===== src/rtl/pacman_pkg.sv =====
// Shared types and constants for the pac-man mover: directions, FSM states,
// keycodes and Wall/probe bit positions ({up,down,left,right} = [3:0]).
package pacman_pkg;

    typedef enum logic [2:0] {
        NONE  = 3'd0,
        LEFT  = 3'd1,
        RIGHT = 3'd2,
        UP    = 3'd3,
        DOWN  = 3'd4
    } dir_t;

    typedef enum logic [1:0] {
        IDLE    = 2'd0,
        MOVING  = 2'd1,
        BLOCKED = 2'd2
    } state_t;

    localparam logic [7:0] KEY_LEFT  = 8'h04;
    localparam logic [7:0] KEY_RIGHT = 8'h07;
    localparam logic [7:0] KEY_DOWN  = 8'h16;
    localparam logic [7:0] KEY_UP    = 8'h1A;

    function automatic dir_t key_to_dir(input logic [7:0] k);
        case (k)
            KEY_LEFT:  return LEFT;
            KEY_RIGHT: return RIGHT;
            KEY_DOWN:  return DOWN;
            KEY_UP:    return UP;
            default:   return NONE;
        endcase
    endfunction

    function automatic dir_t reverse_of(input dir_t d);
        case (d)
            LEFT:    return RIGHT;
            RIGHT:   return LEFT;
            UP:      return DOWN;
            DOWN:    return UP;
            default: return NONE;
        endcase
    endfunction

    // blk uses the Wall bit order {up,down,left,right}
    function automatic logic dir_blocked(input dir_t d, input logic [3:0] blk);
        case (d)
            UP:      return blk[3];
            DOWN:    return blk[2];
            LEFT:    return blk[1];
            RIGHT:   return blk[0];
            default: return 1'b0;
        endcase
    endfunction

endpackage


===== src/rtl/pacman_if.sv =====
// Game-side bus of the mover: key/wall inputs, probe points, position and status.
interface pacman_if #(parameter int W = 10);
    import pacman_pkg::*;

    logic [7:0]          keycode;
    logic [3:0]          Wall;
    logic [3:0][W-1:0]   ProbeX;
    logic [3:0][W-1:0]   ProbeY;
    logic [W-1:0]        BallX;
    logic [W-1:0]        BallY;
    logic [W-1:0]        BallS;
    dir_t                Dir;
    state_t              State;
    logic [3:0]          No_Move;

    modport master (output keycode, Wall,
                    input  ProbeX, ProbeY, BallX, BallY, BallS, Dir, State, No_Move);
    modport slave  (input  keycode, Wall,
                    output ProbeX, ProbeY, BallX, BallY, BallS, Dir, State, No_Move);
endinterface


===== src/rtl/pacman_turn_buffer.sv =====
// Keycode decode plus one-entry pending-turn register. A key arriving this
// cycle bypasses the register so it can be taken immediately.
module pacman_turn_buffer
    import pacman_pkg::*;
(
    input  logic       frame_clk,
    input  logic       Reset,
    input  logic [7:0] keycode,
    input  logic       take,
    output dir_t       req
);
    dir_t pend_q;
    dir_t key_dir;

    assign key_dir = key_to_dir(keycode);
    assign req     = (key_dir != NONE) ? key_dir : pend_q;

    always_ff @(posedge frame_clk) begin
        if (Reset)                 pend_q <= NONE;
        else if (take)             pend_q <= NONE;
        else if (key_dir != NONE)  pend_q <= key_dir;
    end
endmodule


===== src/rtl/pacman_mover.sv =====
// Grid-aligned sprite mover with pending turns and wall probes.
// Optional horizontal tunnel wrap: define PACMAN_TUNNEL_WRAP_EN.
module pacman_mover
    import pacman_pkg::*;
#(
    parameter int W        = 10,
    parameter int X_CENTER = 320,
    parameter int Y_CENTER = 274,
    parameter int SIZE     = 7,
    parameter int STEP     = 1,
    parameter int TILE     = 8,
    parameter int X_MAX    = 639
) (
    input  logic    frame_clk,
    input  logic    Reset,
    pacman_if.slave bus
);
    localparam logic [W-1:0] XC     = W'(X_CENTER);
    localparam logic [W-1:0] YC     = W'(Y_CENTER);
    localparam logic [W-1:0] SIZE_W = W'(SIZE);
    localparam logic [W-1:0] STEP_W = W'(STEP);
    localparam logic [W-1:0] REACH  = W'(SIZE + STEP);
    localparam logic [W-1:0] TMASK  = W'(TILE - 1);
    localparam logic [W-1:0] XMAX_W = W'(X_MAX);
`ifdef PACMAN_TUNNEL_WRAP_EN
    localparam bit WRAP = 1'b1;
`else
    localparam bit WRAP = 1'b0;
`endif

    logic [W-1:0] ball_x, ball_y, nx, ny;
    dir_t         dir_q, nd, req;
    state_t       state_q, ns;
    logic [3:0]   no_move_q, edge_blk, blk;
    logic         align_x, align_y, take, move;

    pacman_turn_buffer u_turn (
        .frame_clk (frame_clk),
        .Reset     (Reset),
        .keycode   (bus.keycode),
        .take      (take),
        .req       (req)
    );

    always_comb begin
        bus.ProbeX[3] = ball_x;          bus.ProbeY[3] = ball_y - REACH;
        bus.ProbeX[2] = ball_x;          bus.ProbeY[2] = ball_y + REACH;
        bus.ProbeX[1] = ball_x - REACH;  bus.ProbeY[1] = ball_y;
        bus.ProbeX[0] = ball_x + REACH;  bus.ProbeY[0] = ball_y;
    end

    // Without the tunnel the screen edges act as extra left/right walls.
`ifdef PACMAN_TUNNEL_WRAP_EN
    assign edge_blk = 4'b0000;
`else
    assign edge_blk = {2'b00, ball_x <= SIZE_W, ball_x >= XMAX_W - SIZE_W};
`endif
    assign blk = bus.Wall | edge_blk;

    assign align_x = ((ball_x - XC) & TMASK) == '0;
    assign align_y = ((ball_y - YC) & TMASK) == '0;

    assign take = (req != NONE) && !dir_blocked(req, blk) &&
                  ((req == reverse_of(dir_q)) || (dir_q == NONE) ||
                   (((req == UP) || (req == DOWN)) && align_x) ||
                   (((req == LEFT) || (req == RIGHT)) && align_y));

    assign nd   = take ? req : dir_q;
    // BLOCKED only resumes motion the cycle after its wall clears, unless a turn is taken.
    assign move = ((state_q == MOVING) || take) && (nd != NONE) && !dir_blocked(nd, blk);
    assign ns   = (nd == NONE) ? IDLE : (dir_blocked(nd, blk) ? BLOCKED : MOVING);

    always_comb begin
        nx = ball_x;
        ny = ball_y;
        if (move) begin
            case (nd)
                LEFT:    nx = (WRAP && (ball_x < STEP_W)) ? XMAX_W : ball_x - STEP_W;
                RIGHT:   nx = (WRAP && (ball_x > XMAX_W - STEP_W)) ? '0 : ball_x + STEP_W;
                UP:      ny = ball_y - STEP_W;
                DOWN:    ny = ball_y + STEP_W;
                default: ;
            endcase
        end
    end

    always_ff @(posedge frame_clk) begin
        if (Reset) begin
            ball_x    <= XC;
            ball_y    <= YC;
            dir_q     <= NONE;
            state_q   <= IDLE;
            no_move_q <= '0;
        end else begin
            ball_x    <= nx;
            ball_y    <= ny;
            dir_q     <= nd;
            state_q   <= ns;
            no_move_q <= bus.Wall;
        end
    end

    assign bus.BallX   = ball_x;
    assign bus.BallY   = ball_y;
    assign bus.BallS   = SIZE_W;
    assign bus.Dir     = dir_q;
    assign bus.State   = state_q;
    assign bus.No_Move = no_move_q;
endmodule


===== src/flat_wrapper.sv =====
// flat-port wrapper written by rule: the top's interface ports become plain ports
module pacman_mover_flat import pacman_pkg::*;
#(
    parameter int W        = 10,
    parameter int X_CENTER = 320,
    parameter int Y_CENTER = 274,
    parameter int SIZE     = 7,
    parameter int STEP     = 1,
    parameter int TILE     = 8,
    parameter int X_MAX    = 639
)
  (frame_clk, Reset, bus_keycode, bus_Wall, bus_ProbeX, bus_ProbeY, bus_BallX, bus_BallY, bus_BallS, bus_Dir, bus_State, bus_No_Move);
  pacman_if #(.W(W)) bus_i ();
  input  logic frame_clk;
  input  logic Reset;
  input wire logic [$bits(bus_i.keycode)-1:0] bus_keycode;
  input wire logic [$bits(bus_i.Wall)-1:0] bus_Wall;
  output wire logic [$bits(bus_i.ProbeX)-1:0] bus_ProbeX;
  output wire logic [$bits(bus_i.ProbeY)-1:0] bus_ProbeY;
  output wire logic [$bits(bus_i.BallX)-1:0] bus_BallX;
  output wire logic [$bits(bus_i.BallY)-1:0] bus_BallY;
  output wire logic [$bits(bus_i.BallS)-1:0] bus_BallS;
  output wire logic [$bits(bus_i.Dir)-1:0] bus_Dir;
  output wire logic [$bits(bus_i.State)-1:0] bus_State;
  output wire logic [$bits(bus_i.No_Move)-1:0] bus_No_Move;
  assign bus_i.keycode = bus_keycode;
  assign bus_i.Wall = bus_Wall;
  assign bus_ProbeX = bus_i.ProbeX;
  assign bus_ProbeY = bus_i.ProbeY;
  assign bus_BallX = bus_i.BallX;
  assign bus_BallY = bus_i.BallY;
  assign bus_BallS = bus_i.BallS;
  assign bus_Dir = bus_i.Dir;
  assign bus_State = bus_i.State;
  assign bus_No_Move = bus_i.No_Move;
  pacman_mover #(.W(W), .X_CENTER(X_CENTER), .Y_CENTER(Y_CENTER), .SIZE(SIZE), .STEP(STEP), .TILE(TILE), .X_MAX(X_MAX)) u_core (.frame_clk(frame_clk), .Reset(Reset), .bus(bus_i));
endmodule

===== config.mk =====
export PLATFORM = sky130hd
export DESIGN_NAME = pacman_mover_flat
export DESIGN_NICKNAME = d
export VERILOG_FILES = /design/src/rtl/pacman_pkg.sv /design/src/rtl/pacman_if.sv /design/src/rtl/pacman_turn_buffer.sv /design/src/rtl/pacman_mover.sv /design/src/flat_wrapper.sv
export SDC_FILE = /design/constraint.sdc
export NUM_CORES = 1
export LEC_CHECK = 0
export ABC_CLOCK_PERIOD_IN_PS = 7650
export BUFFER_PORTS_ARGS = -buffer_cell sky130_fd_sc_hd__buf_2
export CAP_MARGIN = 30
export CORE_ASPECT_RATIO = 2
export CORE_UTILIZATION = 42
export CTS_BUF_LIST = sky130_fd_sc_hd__clkbuf_8 sky130_fd_sc_hd__clkbuf_16
export CTS_CLUSTER_DIAMETER = 50
export DETAILED_ROUTE_END_ITERATION = 10
export PLACE_DENSITY = 0.76
export SETUP_SLACK_MARGIN = 0.3
export SLEW_MARGIN = 20
export SYNTH_ARGS = -nofsm -noshare
export SYNTH_HDL_FRONTEND = slang
export SYNTH_SLANG_ARGS = --single-unit

===== constraint.sdc =====
create_clock -name frame_clk -period 7.65 [get_ports frame_clk]
set_clock_uncertainty 0.2 [all_clocks]
set_input_delay 0 -clock frame_clk [delete_from_list [all_inputs] [get_ports frame_clk]]
set_output_delay 0 -clock frame_clk [all_outputs]
set_load 0.05 [all_outputs]

# ---- Word level (Yosys, flattened, before mapping)
# Cells that the tools add are included.
dict set report word_totals {
  inputBits 14
  word_cells 73
  register_bits 32
}
dict set report classes {
  reduce_logical 27
  n_eq_ne 18
  muxes 9
  bitwise_logic 1
  addsub 10
  n_lt_le_gt_ge 2
}
# cell n
set ops {}
lappend ops {{one-hot mux 10 bit (2 select lines)} 2}
lappend ops {{one-hot mux 3 bit (4 select lines)} 2}
lappend ops {{adder 10 x 1 -> 10 bit, second input constant} 2}
lappend ops {{adder 10 x 4 -> 10 bit, second input constant} 2}
lappend ops {{logical NOT 10 bit} 2}
lappend ops {{subtractor 10 x 1 -> 10 bit, second input constant} 2}
lappend ops {{subtractor 10 x 4 -> 10 bit, second input constant} 2}
lappend ops {{== test 3 x 2 -> 1 bit, second input constant} 6}
lappend ops {{== test 8 x 3 -> 1 bit, second input constant} 2}
lappend ops {{== test 8 x 5 -> 1 bit, second input constant} 2}
lappend ops {{>= comparator 10 bit, second input constant} 1}
lappend ops {{<= comparator 10 x 3 -> 1 bit, second input constant} 1}
lappend ops {{== test 3 x 1 -> 1 bit, second input constant} 3}
lappend ops {{== test 3 bit, second input constant} 3}
lappend ops {{nonzero test 3 bit} 3}
lappend ops {{one-hot mux 1 bit (4 select lines)} 2}
lappend ops {{logical AND 1 bit} 6}
lappend ops {{logical NOT 3 bit} 2}
lappend ops {{logical OR 1 bit} 6}
lappend ops {{2-to-1 mux 3 bit} 2}
lappend ops {{bitwise OR 4 x 2 -> 4 bit} 1}
lappend ops {{AND reduction 2 bit} 2}
lappend ops {{nonzero test 2 bit} 2}
lappend ops {{OR reduction 2 bit} 2}
lappend ops {{other kinds (6)} 7}

# ---- Depth between registers and ports, before layout
# Gate-level depths: netlist (run 1).
dict set report logic_depth {
  word_depth 16
  mapped_depth 22
}

# ---- By module
# Synthesis (run 1) repeated with hierarchy kept, for this count alone.
dict set report unflattened {
  cells_unflattened 427
  hier_area_um2 3389.5
}
# module cells_per_inst instances area_per_inst_um2 seq_area_each_um2
set by_module_without_submodules {}
lappend by_module_without_submodules {pacman_mover 389 1 3061.7 580.6}
lappend by_module_without_submodules {pacman_turn_buffer 38 1 327.8 60.1}

# ---- Least setup slack after synthesis (run 1)
# Ideal clock, no wire load.
dict set report synth_timing {
  kind {reg-to-reg}
  startpoint {register u_core.ball_x[5] (netlist: u_core.bus.BallX[5])}
  endpoint {register u_core.ball_y[9] (netlist: u_core.bus.BallY[9])}
  stages_incl_launch_ff 20
  period_less_slack_ns 5.285
  arrival_time_ns 4.961
  path_slack_ns 2.365
  setup_time_ns 0.123
  path_cell_list {dfxtp_1 clkbuf_1 nor4_1 a21o_1 mux2_2 a22oi_1 nand3_1 nand2_1 nand3_1 ha_1 a21o_1 a21oi_1 o21ai_0 a21oi_1 o21bai_1 a21oi_1 o21ai_0 or4b_1 a211oi_1 mux2_1}
}
dict set report synth_between {
  elab_chain_len 12
  word_cells_on_any_way 21
}
# item line_no
set synth_rtl {}
lappend synth_rtl {{start: declaration} pacman_mover.sv:31} ;# logic [W-1:0] ball_x, ball_y, nx, ny;
lappend synth_rtl {{start signal: assignment} pacman_mover.sv:95} ;# ball_x <= nx;
lappend synth_rtl {{>= comparator 10 bit / <= comparator 10 x 3 -> 1 bit (equally long branches)} pacman_mover.sv:56} ;# assign edge_blk = {2'b00, ball_x <= SIZE_W, ball_x >= XMAX_W - SIZE_W};
lappend synth_rtl {{bitwise OR 4 x 2 -> 4 bit *} pacman_mover.sv:58} ;# assign blk = bus.Wall | edge_blk;
lappend synth_rtl {{one-hot mux 1 bit (4 select lines)} pacman_pkg.sv:46} ;# case (d)
lappend synth_rtl {{logical NOT 1 bit} pacman_mover.sv:63} ;# assign take = (req != NONE) && !dir_blocked(req, blk) &&
lappend synth_rtl {{logical AND 1 bit (2 in a row)} pacman_mover.sv:63}
lappend synth_rtl {{2-to-1 mux 3 bit} pacman_mover.sv:68} ;# assign nd = take ? req : dir_q;
lappend synth_rtl {{== test 3 x 2 -> 1 bit, or another cell as far along} pacman_pkg.sv:46}
lappend synth_rtl {{one-hot mux 1 bit (4 select lines)} pacman_pkg.sv:46}
lappend synth_rtl {{logical NOT 1 bit} pacman_mover.sv:70} ;# assign move = ((state_q == MOVING) || take) && (nd != NONE) && !dir_blocked(nd, blk);
lappend synth_rtl {{logical AND 1 bit} pacman_mover.sv:70}
lappend synth_rtl {{AND reduction 2 bit (no line)} -}
lappend synth_rtl {{end signal: assignment} pacman_mover.sv:96} ;# ball_y <= ny;
lappend synth_rtl {{end: declaration} pacman_mover.sv:31}
# Every way passes the cells marked *; elsewhere a longest branch is shown, timed or not.
# A chain may end at the register's enable or synchronous reset.

# ---- Worst setup path in the final report (run 1)
# Same ends and word-level chain as after synthesis.

==> results of run 1 <==
-- metrics by stage --
stage | std cells | setup WS, ps
6_report | 567 | 1770
5_1_grt | 567 | 1360
2_1_floorplan | 417 | 2370
4_1_cts | 567 | 1790
3_3_place_gp | 555 | 1850
3_5_place_dp | 555 | 1640
-- Yosys cell counts, types with 3 or more instances --
cell type / n / share of area
a211o_1: 3 / 0.0079
o21bai_1: 7 / 0.016
inv_1: 24 / 0.027
mux2_2: 3 / 0.010
and3_1: 5 / 0.0094
or2_2: 3 / 0.0056
xnor2_1: 21 / 0.055
xor2_1: 14 / 0.037
nor2_1: 40 / 0.045
mux2i_1: 10 / 0.030
buf_4: 65 / 0.15
mux2_4: 6 / 0.027
or3_1: 3 / 0.0056
a21o_1: 6 / 0.014
nand4b_1: 3 / 0.0079
a21oi_1: 15 / 0.023
nor2b_1: 15 / 0.028
nor3_1: 14 / 0.021
clkbuf_1: 9 / 0.010
o211ai_1: 6 / 0.014
nand3_1: 8 / 0.012
o21ai_0: 9 / 0.014
dfxtp_1: 32 / 0.19
nand2_1: 13 / 0.015
o21a_1: 3 / 0.0068
ha_1: 20 / 0.075
-- per-layer routing --
| metal | GRT usage | up-vias | routed length (microns) | part of all wire |
|---|---|---|---|---|
| met3 | 0.0311 | 19 | 344 | 0.046 |
| met2 | 0.355 | 91 | 4220 | 0.56 |
| li1 | - | 1461 | - | - |
| met5 | 0 | - | 0 | 0 |
| met4 | 0.103 | 0 | 313 | 0.042 |
| met1 | 0.164 | 1354 | 2610 | 0.35 |
-- area by class of cell --
type / instances / area, sq um
Inverter: 24 / 90.1
Sequential cell: 32 / 641
Fill cell: 724 / 3860
Multi-Input combinational cell: 282 / 2070
Clock inverter: 3 / 38.8
Timing Repair Buffer: 127 / 658
Tap cell: 94 / 118
Clock buffer: 5 / 125
-- critical path: stages, from the launching register on --
cell       delay [ps]
dfxtp_1           590
nand4_1           190
a21boi_0          580
a311oi_1          120
o2bb2ai_1         280
a22oi_1           230
a21o_1            270
nand2_1           200
nand3_1           340
ha_1              410
a21o_1            190
a21oi_1           210
o21ai_0           130
a21oi_1           230
o21bai_1           80
a21oi_1           240
o21ai_0           180
or4b_1            490
a211oi_1          260
mux2_1            340
-- where the power goes --
part / internal, uW / switching (uW) / total [uW]
sequential: 179 / 20.6 / 199
clock: 152 / 75.0 / 227
combinational: 159 / 321 / 480
-- registers in the layout (all words and copies together) (netlist names) --
| signal | flops |
|---|---|
| u_core.u_turn.pend_q | 3 |
| u_core.bus.BallY | 10 |
| u_core.bus.No_Move | 4 |
| u_core.bus.Dir | 3 |
| u_core.bus.BallX | 10 |
| u_core.bus.State | 2 |
-- how the worst max path moves through the flow --
stage                                                  end  slack (ps)  cells past startpoint                              from
after global placement    u_core.bus.BallY[9]$_SDFFE_PP0P_        1850                     21                    bus_keycode[3]
final                     u_core.bus.BallY[9]$_SDFFE_PP0P_        1770                     19  u_core.bus.BallX[5]$_SDFFE_PP0P_
after detailed placement  u_core.bus.BallY[9]$_SDFFE_PP0P_        1640                     21                    bus_keycode[3]
after global routing      u_core.bus.BallY[9]$_SDFFE_PP0P_        1360                     19  u_core.bus.BallX[5]$_SDFFE_PP0P_
after CTS                 u_core.bus.BallY[9]$_SDFFE_PP0P_        1790                     19  u_core.bus.BallX[5]$_SDFFE_PP0P_
after floorplan           u_core.bus.BallY[9]$_SDFFE_PP0P_        2370                     19  u_core.bus.BallX[5]$_SDFFE_PP0P_
-- what timing repair did --
| action | CTS | global route |
|---|---|---|
| endpoints found under the hold margin | 6 | 0 |
| setup endpoints to repair | 0 | 0 |
| hold buffers | 4 | 0 |
-- cell families after synthesis --
family | after synthesis | share of synthesized area
XOR/XNOR | 35 | 0.0921
AND/OR/NAND/NOR | 118 | 0.187
flip-flops | 32 | 0.193
AO/OA/AOI/OAI | 77 | 0.174
buffers and inverters | 103 | 0.195
adder cells (fa/ha/maj) | 22 | 0.0873
multiplexers | 20 | 0.0707
other | 2 | 0.00226
==> flow_metrics.env, run 1 <==
export IMPL_status="finished clean"
export IMPL_cts_path_max_buffers=2
export IMPL_drive_gt1_frac=0.328
export IMPL_netlist_instances=409
export IMPL_drt_initial_drc_count=124
export IMPL_synth_ff_type="dfxtp_1"
export IMPL_final_max_slew_viol_count=0
export IMPL_antenna_left=0
export IMPL_whs_endpoint="u_core.bus.Dir[2]$_SDFF_PP0_"
export IMPL_drt_total_wl_microns=7490
export IMPL_hold_path_depth=2
export IMPL_portBuffers=122
export IMPL_grt_overflow=0
export IMPL_htree_levels=2
export IMPL_irDropWorstVdd_v=0.0000958
export IMPL_rsz0062_at_grt="no"
export IMPL_place_hpwl_microns=5850
export IMPL_grt_usage=0.181
export IMPL_cts_buffers=5
export IMPL_ys_seq_elements=32
export IMPL_p_leak_uw=0.00193
export IMPL_cts_tree="yes"
export IMPL_ys_types=66
export IMPL_die_area_sq_um=8300
export IMPL_syn_area_sq_um=3330
export IMPL_max_freq_mhz=170
export IMPL_power_uw=906
export IMPL_reg2reg_to="u_core.bus.BallY[9]$_SDFFE_PP0P_"
export IMPL_drc_errors=0
export IMPL_area_delta_synth_final_pct=12.4
export IMPL_timing_hold_violations_final=0
export IMPL_crit_path_start_kind="flop"
export IMPL_ctsResizeCount=0
export IMPL_period_share=0.768
export IMPL_whs_ps=65.7
export IMPL_crit_type="reg -> reg"
export IMPL_power_density_nw_per_um2=242
export IMPL_async_reset_ff_frac=0
export IMPL_syn_mean_instance_area_sq_um=8.13
export IMPL_start_util=0.438
export IMPL_antenna_found_initial=0
export IMPL_routed_via_count=2925
export IMPL_ys_seq_area_frac=0.193
export IMPL_final_cell_mix="buf_2 (122), nor2_1 (40), dfxtp_1 (32)"
export IMPL_arrival_ps=5850
export IMPL_cp_max_fo=13
export IMPL_tightest_slew_ps=748
export IMPL_grt_max_degree=42
export IMPL_io_pins=133
export IMPL_final_area_sq_um=3740
export IMPL_finalCriticalPeriod_ps=5880
export IMPL_diodes=0
export IMPL_first_pass_iters=4
export IMPL_hold_path_startpoint="Reset"
export IMPL_placed_area_sq_um=3530
export IMPL_layout_commonest_cell="buf_2"
export IMPL_cp_end_kind="flop"
export IMPL_final_setup_viol_count=0
export IMPL_drt_vias_per_instance=5.16
export IMPL_grt_pass1_wl_microns=11800
export IMPL_die_w_microns=64.9
export IMPL_row_count=45
export IMPL_clock_sinks=32
export IMPL_clock_latency_ps=280
export IMPL_hold_path_class="in -> reg"
export IMPL_maxCapViolCount=0
export IMPL_utilization=0.492
export IMPL_r2r_slack_ps=1770
export IMPL_die_y_microns=128
export IMPL_grt_pass1_vias=2587
export IMPL_rr_startpoint="u_core.bus.BallX[5]$_SDFFE_PP0P_"
export IMPL_yosys_warnings=0
export IMPL_path_clk_slew_ps=50
export IMPL_synth_edf_count=0
export IMPL_r2r_cells=19
export IMPL_coreArea_sq_um=7600
export IMPL_cp_required_ps=7620
export IMPL_post_cts_buffers=0
export IMPL_wl_per_cell_microns=13.2
export IMPL_place_gp_congestion=0.845
export IMPL_fin_tns_setup_ps=0
export IMPL_relSlewSlack=0.501
export IMPL_final_net_count=508
export IMPL_cts_root_buf="clkbuf_16"
(Power assumes the default switching activity.)
==> run 2, diff against run 1 <==
--- a/config.mk
+++ b/config.mk
@@ -5,7 +5,7 @@
 export SDC_FILE = /design/constraint.sdc
 export NUM_CORES = 1
 export LEC_CHECK = 0
-export ABC_CLOCK_PERIOD_IN_PS = 7650
+export ABC_CLOCK_PERIOD_IN_PS = 4800
 export BUFFER_PORTS_ARGS = -buffer_cell sky130_fd_sc_hd__buf_2
 export CAP_MARGIN = 30
 export CORE_ASPECT_RATIO = 2
@@ -13,7 +13,7 @@
 export CTS_BUF_LIST = sky130_fd_sc_hd__clkbuf_8 sky130_fd_sc_hd__clkbuf_16
 export CTS_CLUSTER_DIAMETER = 50
 export DETAILED_ROUTE_END_ITERATION = 10
-export PLACE_DENSITY = 0.76
+export PLACE_DENSITY = 0.79
 export SETUP_SLACK_MARGIN = 0.3
 export SLEW_MARGIN = 20
 export SYNTH_ARGS = -nofsm -noshare
==> constraint.sdc (replaced) <==
create_clock -name frame_clk -period 4.8 [get_ports frame_clk]
set_clock_uncertainty 0.2 [all_clocks]
set_input_delay 0 -clock frame_clk [delete_from_list [all_inputs] [get_ports frame_clk]]
set_output_delay 0 -clock frame_clk [all_outputs]
set_load 0.05 [all_outputs]
==> run 2 against run 1 <==
Register-to-register slack got worse by 1600 ps. Cell count rose by 9.7%. Setup slack got worse by 1600 ps. Non-clock buffer count rose by 55. First-iteration DRC count rose by 11%. Critical path depth rose by 3. Sequential share of layout area fell by 2.0 points. Via count rose by 13%. Worst hold slack improved by 8.8 ps. Clock power rose by 43%. Count of clock-buffer cells in the layout rose by 1. Sequential power rose by 60%. Largest power group unchanged.
==> flow_metrics.env, run 2 (synthesized netlist as in run 1, its figures left out) <==
export IMPL_status="finished clean"
export IMPL_first_pass_iters=5
export IMPL_switching_share=0.457
export IMPL_cp_max_fo=7
export IMPL_routed_via_count=3304
export IMPL_crit_type="in -> reg"
export IMPL_placed_area_sq_um=3840
export IMPL_antenna_found_initial=0
export IMPL_p_clk_frac=0.197
export IMPL_cp_required_ps=4770
export IMPL_cts_buffers=5
export IMPL_die_y_microns=128
export IMPL_timing_hold_violations_final=0
export IMPL_pwr_share_comb=0.610
export IMPL_grt_usage=0.205
export IMPL_rsz0062_at_grt="yes"
export IMPL_irDropWorstVdd_v=0.000175
export IMPL_final_max_slew_viol_count=0
export IMPL_grt_max_degree=42
export IMPL_final_area_sq_um=4450
export IMPL_layout_commonest_cell="buf_2"
export IMPL_final_net_count=563
export IMPL_path_clk_slew_ps=50
export IMPL_max_freq_mhz=215
export IMPL_finalCriticalPeriod_ps=4660
export IMPL_start_util=0.438
export IMPL_tightest_slew_ps=754
export IMPL_cp_end_kind="flop"
export IMPL_clock_sinks=32
export IMPL_place_gp_congestion=0.855
export IMPL_cts_root_buf="clkbuf_16"
export IMPL_htree_levels=2
export IMPL_p_int_uw=895
export IMPL_cts_tree="yes"
export IMPL_clock_latency_ps=280
export IMPL_drc_errors=0
export IMPL_drt_initial_drc_count=138
export IMPL_power_density_nw_per_um2=371
export IMPL_row_count=45
export IMPL_portBuffers=122
export IMPL_arrival_ps=4620
export IMPL_io_pins=133
export IMPL_antenna_left=0
export IMPL_diodes=0
export IMPL_grt_overflow=0
export IMPL_maxCapViolCount=0
export IMPL_period_share=0.971
export IMPL_drive_gt1_frac=0.489
export IMPL_final_setup_viol_count=0
export IMPL_hold_path_class="in -> reg"
export IMPL_place_hpwl_microns=6530
export IMPL_grt_pass1_vias=2920
export IMPL_p_leak_uw=0.00223
export IMPL_worst_slack_ps=140
export IMPL_dp_cells=578
export IMPL_die_w_microns=64.9
export IMPL_drt_total_wl_microns=9260
export IMPL_coreArea_sq_um=7600
export IMPL_final_cell_mix="buf_2 (119), buf_4 (53), nor2_1 (37)"
export IMPL_p_seq_frac=0.193
export IMPL_crit_path_start_kind="input port"
export IMPL_p_switching_uw=754
export IMPL_grt_pass1_wl_microns=13400
export IMPL_final_instance_count_excl_fill=622
export IMPL_drt_vias_per_instance=5.31
export IMPL_relSlewSlack=0.498
export IMPL_die_area_sq_um=8300
export IMPL_utilization=0.585
export IMPL_cts_path_max_buffers=2
export IMPL_wl_per_cell_microns=14.9
export IMPL_area_delta_synth_final_pct=33.6
export IMPL_fin_tns_setup_ps=0
export IMPL_pre_cts_ws_ps=-83.8
run 2: cell types whose count changed in the layout (fill, tap and decap cells not counted), moves of 5 or more:
cell and delta:
dfxtp_4 +5, buf_4 +52, buf_6 +6, a21oi_1 -7
dfxtp_2 +10, a21oi_2 +6, dfxtp_1 -15
run 2: critical path, cell delays in order:
cell	delay [ps]
buf_6	110
or3b_1	390
o32a_4	250
a311o_1	350
nor2_2	180
o41ai_4	80
buf_4	160
a211o_4	330
a21o_1	220
nand2_4	110
nand3_4	120
ha_4	250
a21o_1	160
a21oi_2	160
o21ai_1	100
a21oi_2	150
o21bai_1	110
a21oi_2	180
o21ai_2	90
or4b_4	540
a211oi_2	230
mux2_1	330
run 2: final timing paths:
check | slack (ps) | cells after the start | endpoint | start
setup / recovery | 140 | 22 | u_core.bus.BallY[9]$_SDFFE_PP0P_ | bus_keycode[4]
hold / removal | 70 | 2 | u_core.bus.BallX[4]$_SDFFE_PP0P_ | Reset
setup reg to reg | 150 | 22 | u_core.bus.BallX[9]$_SDFFE_PP0P_ | u_core.u_turn.pend_q[2]$_SDFF_PP0_
hold reg to reg | 380 | 2 | u_core.bus.BallX[2]$_SDFFE_PP0P_ | u_core.bus.BallX[2]$_SDFFE_PP0P_
run 2: power by group through the flow:
stage	logic (uW)	clock network (uW)	registers [uW]
3_5_place_dp	863	0	324
2_1_floorplan	645	0	376
4_1_cts	905	328	316
3_3_place_gp	843	0	322
5_1_grt	1070	338	321
6_report	1010	325	318
run 2: what timing repair did:
item,CTS,global route
endpoints found under the setup margin,2,3
setup buffers,12,20
cloned,0,0
hold buffers,4,0
hold endpoints to repair,6,0
gates resized for setup,7,37
pin swaps,9,36
run 2: per-stage QoR:
stage | hold WS (ps) | power, uW
floorplan | -71.8 | 1020
global placement | 44.5 | 1170
detailed placement | 41.5 | 1190
CTS | 72.8 | 1550
global route | 106 | 1730
finish | 74.4 | 1650
run 2: area by class of cell:
cell class | instances | area [sq um]
Tap cell | 94 | 118
Sequential cell | 32 | 672
Multi-Input combinational cell | 282 | 2310
Clock inverter | 2 | 11.3
Timing Repair Buffer | 182 | 1100
Clock buffer | 6 | 139
Inverter | 24 | 90.1
Fill cell | 647 | 3160
run 2: metal layers:
metal | track usage | wire length [microns]
met5 | 0 | 0
met4 | 0.0967 | 374
met3 | 0.0249 | 381
met2 | 0.413 | 5390
met1 | 0.192 | 3120
